--- src/rtl/axi_lite_uart_master.sv ---
// UART debug bridge: decodes 'W'/'R' byte frames from the host into single AXI-Lite
// transactions and streams back a status byte (plus read data for reads).
module axi_lite_uart_master #(
  parameter int ADDR_W       = 12,
  parameter int BYTE_TIMEOUT = 100000
) (
  input  logic              clk,
  input  logic              resetn,
  input  logic              rx_valid,
  input  logic [7:0]        rx_data,
  output logic              tx_valid,
  output logic [7:0]        tx_data,
  input  logic              tx_ready,
  output logic [ADDR_W-1:0] m_axi_awaddr,
  output logic              m_axi_awvalid,
  input  logic              m_axi_awready,
  output logic [31:0]       m_axi_wdata,
  output logic [3:0]        m_axi_wstrb,
  output logic              m_axi_wvalid,
  input  logic              m_axi_wready,
  input  logic [1:0]        m_axi_bresp,
  input  logic              m_axi_bvalid,
  output logic              m_axi_bready,
  output logic [ADDR_W-1:0] m_axi_araddr,
  output logic              m_axi_arvalid,
  input  logic              m_axi_arready,
  input  logic [31:0]       m_axi_rdata,
  input  logic [1:0]        m_axi_rresp,
  input  logic              m_axi_rvalid,
  output logic              m_axi_rready,
  output logic              busy,
  output logic              rx_drop
);

  typedef enum logic [2:0] {
    IDLE,
    GET_ADDR,
    GET_DATA,
    WR_REQ,
    WR_RESP,
    RD_REQ,
    RD_RESP,
    SEND
  } state_t;

  localparam logic [7:0] CMD_WRITE = 8'h57;
  localparam logic [7:0] CMD_READ  = 8'h52;
  localparam logic [7:0] RSP_OK    = 8'h4B;
  localparam logic [7:0] RSP_ERR   = 8'h45;
  localparam logic [7:0] RSP_BAD   = 8'h3F;

  // One spare count of headroom keeps the width valid when the timeout is 0 or 1.
  localparam int              TW          = $clog2(BYTE_TIMEOUT + 2);
  localparam logic [TW-1:0]   TIMEOUT_VAL = TW'(BYTE_TIMEOUT);

  state_t              state_q, state_d;
  logic                is_write_q, is_write_d;
  logic [1:0]          byte_cnt_q, byte_cnt_d;
  logic [7:0]          addr_hi_q, addr_hi_d;
  logic [TW-1:0]       timer_q, timer_d;
  logic [ADDR_W-1:0]   awaddr_q, awaddr_d;
  logic [ADDR_W-1:0]   araddr_q, araddr_d;
  logic [31:0]         wdata_q, wdata_d;
  logic [3:0]          wstrb_q, wstrb_d;
  logic                awvalid_q, awvalid_d;
  logic                wvalid_q, wvalid_d;
  logic                bready_q, bready_d;
  logic                arvalid_q, arvalid_d;
  logic                rready_q, rready_d;
  logic                tx_valid_q, tx_valid_d;
  logic [7:0]          tx_data_q, tx_data_d;
  logic [31:0]         resp_buf_q, resp_buf_d;
  logic [2:0]          remaining_q, remaining_d;
  logic                rx_drop_q, rx_drop_d;

  logic [15:0]         addr_full;
  logic [TW-1:0]       timer_next;
  logic                timer_expired;
  logic                aw_done;
  logic                w_done;

  always_comb begin
    state_d       = state_q;
    is_write_d    = is_write_q;
    byte_cnt_d    = byte_cnt_q;
    addr_hi_d     = addr_hi_q;
    timer_d       = timer_q;
    awaddr_d      = awaddr_q;
    araddr_d      = araddr_q;
    wdata_d       = wdata_q;
    wstrb_d       = wstrb_q;
    awvalid_d     = awvalid_q;
    wvalid_d      = wvalid_q;
    bready_d      = bready_q;
    arvalid_d     = arvalid_q;
    rready_d      = rready_q;
    tx_valid_d    = tx_valid_q;
    tx_data_d     = tx_data_q;
    resp_buf_d    = resp_buf_q;
    remaining_d   = remaining_q;
    rx_drop_d     = 1'b0;

    addr_full     = {addr_hi_q, rx_data};
    timer_next    = timer_q + TW'(1);
    timer_expired = (BYTE_TIMEOUT != 0) && (timer_next == TIMEOUT_VAL);
    aw_done       = !awvalid_q || m_axi_awready;
    w_done        = !wvalid_q || m_axi_wready;

    case (state_q)
      IDLE: begin
        if (rx_valid) begin
          byte_cnt_d = 2'd0;
          timer_d    = '0;
          if (rx_data == CMD_WRITE) begin
            is_write_d = 1'b1;
            state_d    = GET_ADDR;
          end else if (rx_data == CMD_READ) begin
            is_write_d = 1'b0;
            state_d    = GET_ADDR;
          end else begin
            tx_valid_d  = 1'b1;
            tx_data_d   = RSP_BAD;
            remaining_d = 3'd0;
            state_d     = SEND;
          end
        end
      end

      GET_ADDR: begin
        if (rx_valid) begin
          timer_d = '0;
          if (byte_cnt_q == 2'd0) begin
            addr_hi_d  = rx_data;
            byte_cnt_d = 2'd1;
          end else begin
            byte_cnt_d = 2'd0;
            if (is_write_q) begin
              awaddr_d = ADDR_W'(addr_full);
              state_d  = GET_DATA;
            end else begin
              araddr_d  = ADDR_W'(addr_full);
              arvalid_d = 1'b1;
              state_d   = RD_REQ;
            end
          end
        end else if (BYTE_TIMEOUT != 0) begin
          timer_d = timer_next;
          if (timer_expired) begin
            state_d = IDLE;
          end
        end
      end

      GET_DATA: begin
        if (rx_valid) begin
          timer_d    = '0;
          wdata_d    = {wdata_q[23:0], rx_data};
          byte_cnt_d = byte_cnt_q + 2'd1;
          if (byte_cnt_q == 2'd3) begin
            awvalid_d = 1'b1;
            wvalid_d  = 1'b1;
            wstrb_d   = 4'hF;
            state_d   = WR_REQ;
          end
        end else if (BYTE_TIMEOUT != 0) begin
          timer_d = timer_next;
          if (timer_expired) begin
            state_d = IDLE;
          end
        end
      end

      // AW and W retire independently; the response phase starts once both have.
      WR_REQ: begin
        if (awvalid_q && m_axi_awready) begin
          awvalid_d = 1'b0;
        end
        if (wvalid_q && m_axi_wready) begin
          wvalid_d = 1'b0;
        end
        if (aw_done && w_done) begin
          bready_d = 1'b1;
          state_d  = WR_RESP;
        end
      end

      WR_RESP: begin
        if (m_axi_bvalid) begin
          bready_d    = 1'b0;
          tx_valid_d  = 1'b1;
          tx_data_d   = (m_axi_bresp == 2'b00) ? RSP_OK : RSP_ERR;
          remaining_d = 3'd0;
          state_d     = SEND;
        end
      end

      RD_REQ: begin
        if (m_axi_arready) begin
          arvalid_d = 1'b0;
          rready_d  = 1'b1;
          state_d   = RD_RESP;
        end
      end

      RD_RESP: begin
        if (m_axi_rvalid) begin
          rready_d    = 1'b0;
          tx_valid_d  = 1'b1;
          tx_data_d   = (m_axi_rresp == 2'b00) ? RSP_OK : RSP_ERR;
          resp_buf_d  = m_axi_rdata;
          remaining_d = 3'd4;
          state_d     = SEND;
        end
      end

      // Read data leaves MSB first by shifting the buffer one byte per accept.
      SEND: begin
        if (tx_valid_q && tx_ready) begin
          if (remaining_q == 3'd0) begin
            tx_valid_d = 1'b0;
            state_d    = IDLE;
          end else begin
            tx_data_d   = resp_buf_q[31:24];
            resp_buf_d  = {resp_buf_q[23:0], 8'h00};
            remaining_d = remaining_q - 3'd1;
          end
        end
      end

      default: begin
        state_d = IDLE;
      end
    endcase

    if (rx_valid && (state_q != IDLE) && (state_q != GET_ADDR) && (state_q != GET_DATA)) begin
      rx_drop_d = 1'b1;
    end
  end

  always_ff @(posedge clk or negedge resetn) begin
    if (!resetn) begin
      state_q     <= IDLE;
      is_write_q  <= 1'b0;
      byte_cnt_q  <= 2'd0;
      addr_hi_q   <= 8'h00;
      timer_q     <= '0;
      awaddr_q    <= '0;
      araddr_q    <= '0;
      wdata_q     <= 32'h0;
      wstrb_q     <= 4'h0;
      awvalid_q   <= 1'b0;
      wvalid_q    <= 1'b0;
      bready_q    <= 1'b0;
      arvalid_q   <= 1'b0;
      rready_q    <= 1'b0;
      tx_valid_q  <= 1'b0;
      tx_data_q   <= 8'h00;
      resp_buf_q  <= 32'h0;
      remaining_q <= 3'd0;
      rx_drop_q   <= 1'b0;
    end else begin
      state_q     <= state_d;
      is_write_q  <= is_write_d;
      byte_cnt_q  <= byte_cnt_d;
      addr_hi_q   <= addr_hi_d;
      timer_q     <= timer_d;
      awaddr_q    <= awaddr_d;
      araddr_q    <= araddr_d;
      wdata_q     <= wdata_d;
      wstrb_q     <= wstrb_d;
      awvalid_q   <= awvalid_d;
      wvalid_q    <= wvalid_d;
      bready_q    <= bready_d;
      arvalid_q   <= arvalid_d;
      rready_q    <= rready_d;
      tx_valid_q  <= tx_valid_d;
      tx_data_q   <= tx_data_d;
      resp_buf_q  <= resp_buf_d;
      remaining_q <= remaining_d;
      rx_drop_q   <= rx_drop_d;
    end
  end

  assign tx_valid      = tx_valid_q;
  assign tx_data       = tx_data_q;
  assign m_axi_awaddr  = awaddr_q;
  assign m_axi_awvalid = awvalid_q;
  assign m_axi_wdata   = wdata_q;
  assign m_axi_wstrb   = wstrb_q;
  assign m_axi_wvalid  = wvalid_q;
  assign m_axi_bready  = bready_q;
  assign m_axi_araddr  = araddr_q;
  assign m_axi_arvalid = arvalid_q;
  assign m_axi_rready  = rready_q;
  assign busy          = (state_q != IDLE);
  assign rx_drop       = rx_drop_q;

endmodule
--- config.mk ---
export PLATFORM = sky130hd
export DESIGN_NAME = axi_lite_uart_master
export DESIGN_NICKNAME = d
export VERILOG_FILES = /design/src/rtl/axi_lite_uart_master.sv
export SDC_FILE = /design/constraint.sdc
export NUM_CORES = 1
export LEC_CHECK = 0
export CORE_MARGIN = 4
export CORE_UTILIZATION = 35
export DETAILED_ROUTE_END_ITERATION = 6
export HOLD_SLACK_MARGIN = 0.02
export PLACE_DENSITY_LB_ADDON = 0.2
export SLEW_MARGIN = 20
export SYNTH_ARGS = -nofsm -noshare
export SYNTH_HDL_FRONTEND = slang
export SYNTH_SLANG_ARGS = --single-unit
--- constraint.sdc ---
create_clock -name clk -period 6.21 [get_ports clk]
set_input_delay 1.863 -clock clk [delete_from_list [all_inputs] [get_ports clk]]
set_output_delay 1.863 -clock clk [all_outputs]
set_load 0.01 [all_outputs]
==> impl_results.md, run 1 <==
- Clock-pin slew on the worst setup and hold paths: 0.06 ns
- Top cell type's share of synthesized area: 0.530
- Via-to-Cell Ratio: approximately 5
- Setup Fix Bufs, Post-CTS: 0
- Final setup fails: 0
- Leakage: ~3.6 nW
- Synth-to-layout area growth: 31.2%
- Highest-count cells in the layout ignoring fill and taps: dfrtp_1, clkdlybuf4s50_1, o21ai_0, nand2_1, mux2_2
- Row count: 48
- Met2 GRT Util: 0.253
- Met3 usage: 0.0544
- Die Area: roughly 20000 um^2
- Chip width: ~140 um
- Initial antenna violation count: 0
- Register bit count reported by yosys: between 100 and 150
- Worst Skew: roughly 0.0084 ns
- Synth Flop Type: dfrtp_1
- Largest fanout on the critical path: 13
- Most used routing layer in global routing: met2
- Clock Path Buffers: 2
- Number of enable flip-flop cells after synthesis: 0
- GRT Util Overall: 0.157
- Hpwl dp: roughly 11 mm
- Syn avg cell area: between 10 and 15 um^2
- Initial Util: 0.361
- Post-synth top area cell: dfrtp_1
- Distinct cells, synth: between 60 and 70
- Setup TNS: 0 ns
- Wire per inst: ~17 um
- Share of layout cells above drive strength 1: 0.159
- Tmin final: 3.98 ns
- Port bufs: 128
- Routability cong.: roughly 0.86
- Total I/O pin count: between 100 and 150
- Slew @ Worst Pin: around 0.87 ns
- Post-route total power: 3.93 mW
- Via count: between 4000 and 5000
- Seq/Total Area, Yosys: 0.530
- Core area: 17500 um^2
- Root buf cell: clkbuf_16
- Pwr/cell area: about 470 nW/um^2
- CP Launch Type: input port
- Final Cycle Share: 0.642
- CTS HTree Levels: 4
- Worst Setup Path Type: in -> reg
- M1 GR Usage: 0.204
- Clock sinks: 134
- Diode count: 0
- 1st-iter DRT viols: 251
- Worst path arrival time: around 4.3 ns
- Max-slew violations: 0
- Ys Warns: 0
- Max-Cap Viols: 0
- Final setup margin: approximately 2.2 ns
- Drt pass-1 iters: 4
- Hold WC Path Type: reg -> reg
- RSZ-0062 raised after global routing: false
- Antenna Violating Nets Remaining: 0
- Max VDD drop: roughly 0.00019 V
- Die height: 142 um
- Post-Syn Area: approximately 6300 um^2
- Async SR Flop Fraction: 1.00
- Cts repair resizes: 0
- TritonCTS clock tree: done
- Main area contributors after synthesis: dfrtp_1, mux2_2, o21ai_0
- Nets: between 700 and 800
- TritonCTS Buffers: 17
- Crit. End Element: flop
- Worst-skew pair later-pin latency: around 0.41 ns
- GRT overflow: 0
- Status: complete, no violations
- Data required, critical path: between 6 and 7 ns
- WL final: between 15 and 20 mm
- Number of global-route vias before repair: approximately 5000
- First-pass GRT wire length: 25.5 mm
- DR DRC count: 0
- Cell count after synthesis: around 570
- Fmax: 0.251 GHz
- Pre-CTS WS: 1.86 ns
- CTS Hold Bufs: 0
- Most common library cell in the layout ignoring fill and taps: dfrtp_1
- Mapped Nets: 632
- Final hold vios: 0
- Largest net degree at the start of global routing: 82
- Slew HR: 0.418
[flip-flops by register name (all words and copies together), names as in the netlist]
register,flops
m_axi_wdata,32
resp_buf_q,32
timer_q,17
m_axi_araddr,12
m_axi_awaddr,12
tx_data,8
addr_hi_q,4
remaining_q,3
state_q,3
byte_cnt_q,2
is_write_q,1
m_axi_arvalid,1
m_axi_awvalid,1
m_axi_bready,1
m_axi_rready,1
m_axi_wstrb,1
m_axi_wvalid,1
rx_drop,1
tx_valid,1
[Yosys cell counts, drive strengths merged, types with 2 or more instances]
cell / n
ha: 5
o41ai: 3
nor4: 4
o32ai: 2
xor2: 5
and2: 2
o21ai: 71
a211oi: 4
o22ai: 3
nand2b: 7
a211o: 3
nor4b: 2
buf: 28
nor2b: 5
a31oi: 8
nand2: 60
nand3: 7
and3: 10
and4: 4
nor2: 23
mux2i: 27
a32oi: 2
nor3: 2
nand4b: 2
a21oi: 22
a22o: 10
a41oi: 2
dfrtp: 134
nand4: 8
inv: 15
o31ai: 2
clkbuf: 14
nor3b: 3
o22a: 3
mux2: 61
[worst max-delay path, cell delays in order]
cell and delay, ns:
clkdlybuf4s50_1 0.72, nand2b_1 0.26, a32oi_1 0.26, nor3b_2 0.36, o21a_1 0.46, mux2_1 0.36
[power by group]
group | internal [mW] | switching, mW
logic | 0.773 | 0.735
registers | 1.20 | 0.236
clock network | 0.631 | 0.356
total | 2.60 | 1.33
[layout make-up]
type	count	area [um^2]
Timing Repair Buffer	133	1320
Fill cell	1641	9230
Inverter	15	56.3
Multi-Input combinational cell	383	2710
Sequential cell	134	3350
Clock inverter	7	95.1
Tap cell	225	282
Clock buffer	24	492
[per-stage QoR]
stage | cells | utilization | hold slack, ns | area (um^2)
after floorplan | 574 | - | 0.450 | 6330
after global placement | 890 | 0.440 | 0.460 | 7710
after detailed placement | 890 | 0.440 | 0.470 | 7710
after CTS | 921 | 0.473 | 0.483 | 8300
after global routing | 921 | 0.474 | 0.497 | 8310
final | 921 | 0.474 | 0.479 | 8310
[routing by layer]
layer  share of wire  up-vias
met5               0        -
met4          0.0089        0
met3           0.057       12
met2            0.49      114
met1            0.44     2351
li1                -     2270
[path summary, 6_finish.rpt]
kind	from	end	slack, ns	cells past startpoint
setup / recovery	rx_valid	tx_data[6]$_DFFE_PN0P_	2.23	6
hold / removal	resp_buf_q[14]$_DFFE_PN0P_	resp_buf_q[14]$_DFFE_PN0P_	0.48	2
setup reg to reg	state_q[2]$_DFFE_PN0P_	tx_data[6]$_DFFE_PN0P_	3.64	5
hold reg to reg	resp_buf_q[14]$_DFFE_PN0P_	resp_buf_q[14]$_DFFE_PN0P_	0.48	2
max in group asynchronous	resetn	addr_hi_q[0]$_DFFE_PN0P_	3.57	2
min in group asynchronous	resetn	timer_q[0]$_DFFE_PN0P_	1.48	1
[logic make-up after synthesis]
| logic type | count (synthesis) | share of synthesized area |
|---|---|---|
| AND/OR/NAND/NOR | 145 | 0.125 |
| multiplexers | 88 | 0.151 |
| XOR/XNOR | 5 | 0.00692 |
| buffers and inverters | 57 | 0.0433 |
| flip-flops | 134 | 0.530 |
| adder cells (fa/ha/maj) | 5 | 0.00989 |
| AO/OA/AOI/OAI | 140 | 0.134 |
No activity file was read; power rests on OpenSTA's default activity.
==> inputs of run 2 (changes only) <==
==> constraint.sdc (replaced) <==
create_clock -name clk -period 3.8 [get_ports clk]
set_input_delay 1.14 -clock clk [delete_from_list [all_inputs] [get_ports clk]]
set_output_delay 1.14 -clock clk [all_outputs]
set_load 0.01 [all_outputs]
==> run 2 against run 1 <==
Effect of this change:
- sequential cell count did not move
- sequential share of layout area fell by 0.27 points
- via count rose by 0.42%
- die area did not move
- register-to-register slack got worse by 2.4 ns
- utilization rose by 0.31 points
- clock power rose by 66%
- critical path type is now reg -> out
- largest cell class unchanged
==> impl_results.md, run 2 (same netlist as run 1, synthesis figures left out) <==
- Status: complete, no violations
- Max-slew violations: 0 (unchanged)
- Via-to-Cell Ratio: 5.14 (-0.23%)
- Fmax: ~0.31 GHz
- Reg2Reg Depth: 7 (+2)
- Clock power frac: 0.252 (about the same)
- Worst Skew: 0.00975 ns (+0.00135 ns)
- Worst Setup Path Type: reg -> out
- DR DRC count: 0 (unchanged)
- Highest-count cells in the layout ignoring fill and taps: dfrtp_1, clkdlybuf4s50_1, o21ai_0, nand2_1, mux2_2
- Number of global-route vias before repair: 4887 (-0.79%)
- Via count: 4767 (+0.42%)
- Total I/O pin count: 129 (unchanged)
- Hold WC Path Type: reg -> reg
- Most common library cell in the layout ignoring fill and taps: dfrtp_1
- Final setup fails: 0 (unchanged)
- GRT Util Overall: 0.160 (+0.00293)
- Clock sinks: 134 (unchanged)
- Leakage: 3.62 nW (+1.2%)
- Largest fanout on the critical path: 16 (+3)
- Tmin final: 3.18 ns
- M1 GR Usage: 0.217 (+0.0129)
- Final Cycle Share: 0.836
- Pwr/cell area: 778 nW/um^2 (+65%)
- Worst path arrival time: 2.04 ns (-2.23 ns)
- TritonCTS Buffers: 17 (unchanged)
- Worst-skew pair later-pin latency: 0.41 ns (about the same)
- Share of layout cells above drive strength 1: 0.167 (+0.00718)
- Chip width: 142 um (unchanged)
- Max-Cap Viols: 0 (unchanged)
- Setup Fix Bufs, Post-CTS: 0 (unchanged)
- Die height: 142 um (unchanged)
- Hpwl dp: 11.1 mm (+0.79%)
- Cts repair resizes: 0 (unchanged)
- Largest net degree at the start of global routing: 71 (-13%)
- Sequential share of power: 0.356 (-0.009)
- CP endpoint: busy
- Clock-pin slew on the worst setup and hold paths: 0.06 ns (about the same)
- First-pass GRT wire length: 26.0 mm (+2.1%)
- 1st-iter DRT viols: 280 (+12%)
- Switch Pwr: 2.23 mW (+68%)
- Initial antenna violation count: 0 (unchanged)
- Final hold vios: 0 (unchanged)
- Die Area: 20300 um^2 (unchanged)
- CTS HTree Levels: 4 (unchanged)
- Slew HR: 0.581 (+0.163)
- CP Launch Type: flop
- Routability cong.: 0.812 (-5.0%)
- Crit. End Element: primary output
- Met2 GRT Util: 0.252 (-0.000989)
- R2r setup slk: 1.26 ns (-2.38 ns)
- Reg2reg end: state_q[0]$_DFFE_PN0P_
- GRT overflow: 0 (unchanged)
- Most used routing layer in global routing: met2
- RSZ-0062 raised after global routing: false
- Synth-to-layout area growth: 32.1%
- Core area: 17500 um^2 (unchanged)
- RR Startpoint: timer_q[0]$_DFFE_PN0P_
- Internal Pwr Total: 4.27 mW (+64%)
- Initial Util: 0.361 (unchanged)
- Sw frac: 0.343 (+0.00459)
- Final hold slack: 0.480 ns (+0.000722 ns)
- CTS Hold Bufs: 0 (unchanged)
- Setup TNS: 0 ns (unchanged)
- Clock Path Buffers: 2 (unchanged)
- TritonCTS clock tree: done
- Data required, critical path: 2.66 ns (-3.84 ns)
- Antenna Violating Nets Remaining: 0 (unchanged)
- Nets: 747 (+0.67%)
- CP Launch Point: state_q[1]$_DFFE_PN0P_
- Slew @ Worst Pin: 0.629 ns (-0.243 ns)
- WL final: 15.8 mm (+2.0%)
- Diode count: 0 (unchanged)
- Port bufs: 128 (unchanged)
- Wire per inst: 17.0 um (+1.4%)
- Row count: 48 (unchanged)
- Fillers: 1639 (-0.12%)
- Met3 usage: 0.0470 (-0.00739)
- Root buf cell: clkbuf_16
- Max VDD drop: 0.000349 V (+81%)
- Logic pwr share: 0.391 (+0.007)
- Drt pass-1 iters: 4 (unchanged)
run 2: changes by cell type in the layout (fill, tap and decap cells not counted), sizes merged:
cell,delta
buf,+5
clkinvlp,-3
inv,+1
clkbuf,-2
clkinv,+5
run 2: how the worst min path moves through the flow:
| stage | from | end | slack [ns] | cells past startpoint |
|---|---|---|---|---|
| floorplan | resp_buf_q[10]$_DFFE_PN0P_ | resp_buf_q[10]$_DFFE_PN0P_ | 0.45 | 2 |
| global placement | resp_buf_q[17]$_DFFE_PN0P_ | resp_buf_q[17]$_DFFE_PN0P_ | 0.46 | 2 |
| detailed placement | resp_buf_q[17]$_DFFE_PN0P_ | resp_buf_q[17]$_DFFE_PN0P_ | 0.47 | 2 |
| CTS | resp_buf_q[17]$_DFFE_PN0P_ | resp_buf_q[17]$_DFFE_PN0P_ | 0.48 | 2 |
| global route | resp_buf_q[25]$_DFFE_PN0P_ | resp_buf_q[25]$_DFFE_PN0P_ | 0.50 | 2 |
| finish | resp_buf_q[15]$_DFFE_PN0P_ | resp_buf_q[15]$_DFFE_PN0P_ | 0.48 | 2 |
run 2: layout make-up:
| cell class | count | area, um^2 | share of cell area |
|---|---|---|---|
| clock buffer | 22 | 474 | 0.0567 |
| clock inverter | 10 | 121 | 0.0145 |
| inverter | 15 | 56.3 | 0.00673 |
| multi-input combinational | 383 | 2700 | 0.323 |
| sequential | 134 | 3350 | 0.401 |
| tap | 225 | 282 | 0.0337 |
| timing repair buffer | 138 | 1370 | 0.164 |
run 2: routing by layer:
layer | vias to the layer above | wire length [um] | part of all wire
li1 | 2290 | - | -
met1 | 2351 | 7110 | 0.45
met3 | 13 | 841 | 0.053
met2 | 113 | 7640 | 0.49
met5 | - | 0 | 0
met4 | 0 | 156 | 0.0099
run 2: per-stage QoR:
step	util	instances	setup slack, ns	total power, mW	area, um^2
after floorplan	-	574	1.36	3.81	6330
after global placement	0.443	895	0.613	4.84	7760
after detailed placement	0.443	895	0.544	4.91	7760
after CTS	0.477	927	0.605	6.59	8360
after global routing	0.477	927	0.499	6.95	8360
final	0.477	927	0.623	6.50	8360
run 2: worst max-delay path: stages (launching register included):
cell and delay (ns):
dfrtp_1 0.57, nor3_1 0.43, inv_1 0.10, clkdlybuf4s50_1 0.52
run 2: power groups by stage:
stage	Clock [mW]	Sequential [mW]	Combinational (mW)
6_report	1.64	2.32	2.54
5_1_grt	1.74	2.40	2.82
4_1_cts	1.69	2.32	2.58
3_5_place_dp	0	2.34	2.57
3_3_place_gp	0	2.32	2.52
2_1_floorplan	0	2.35	1.46
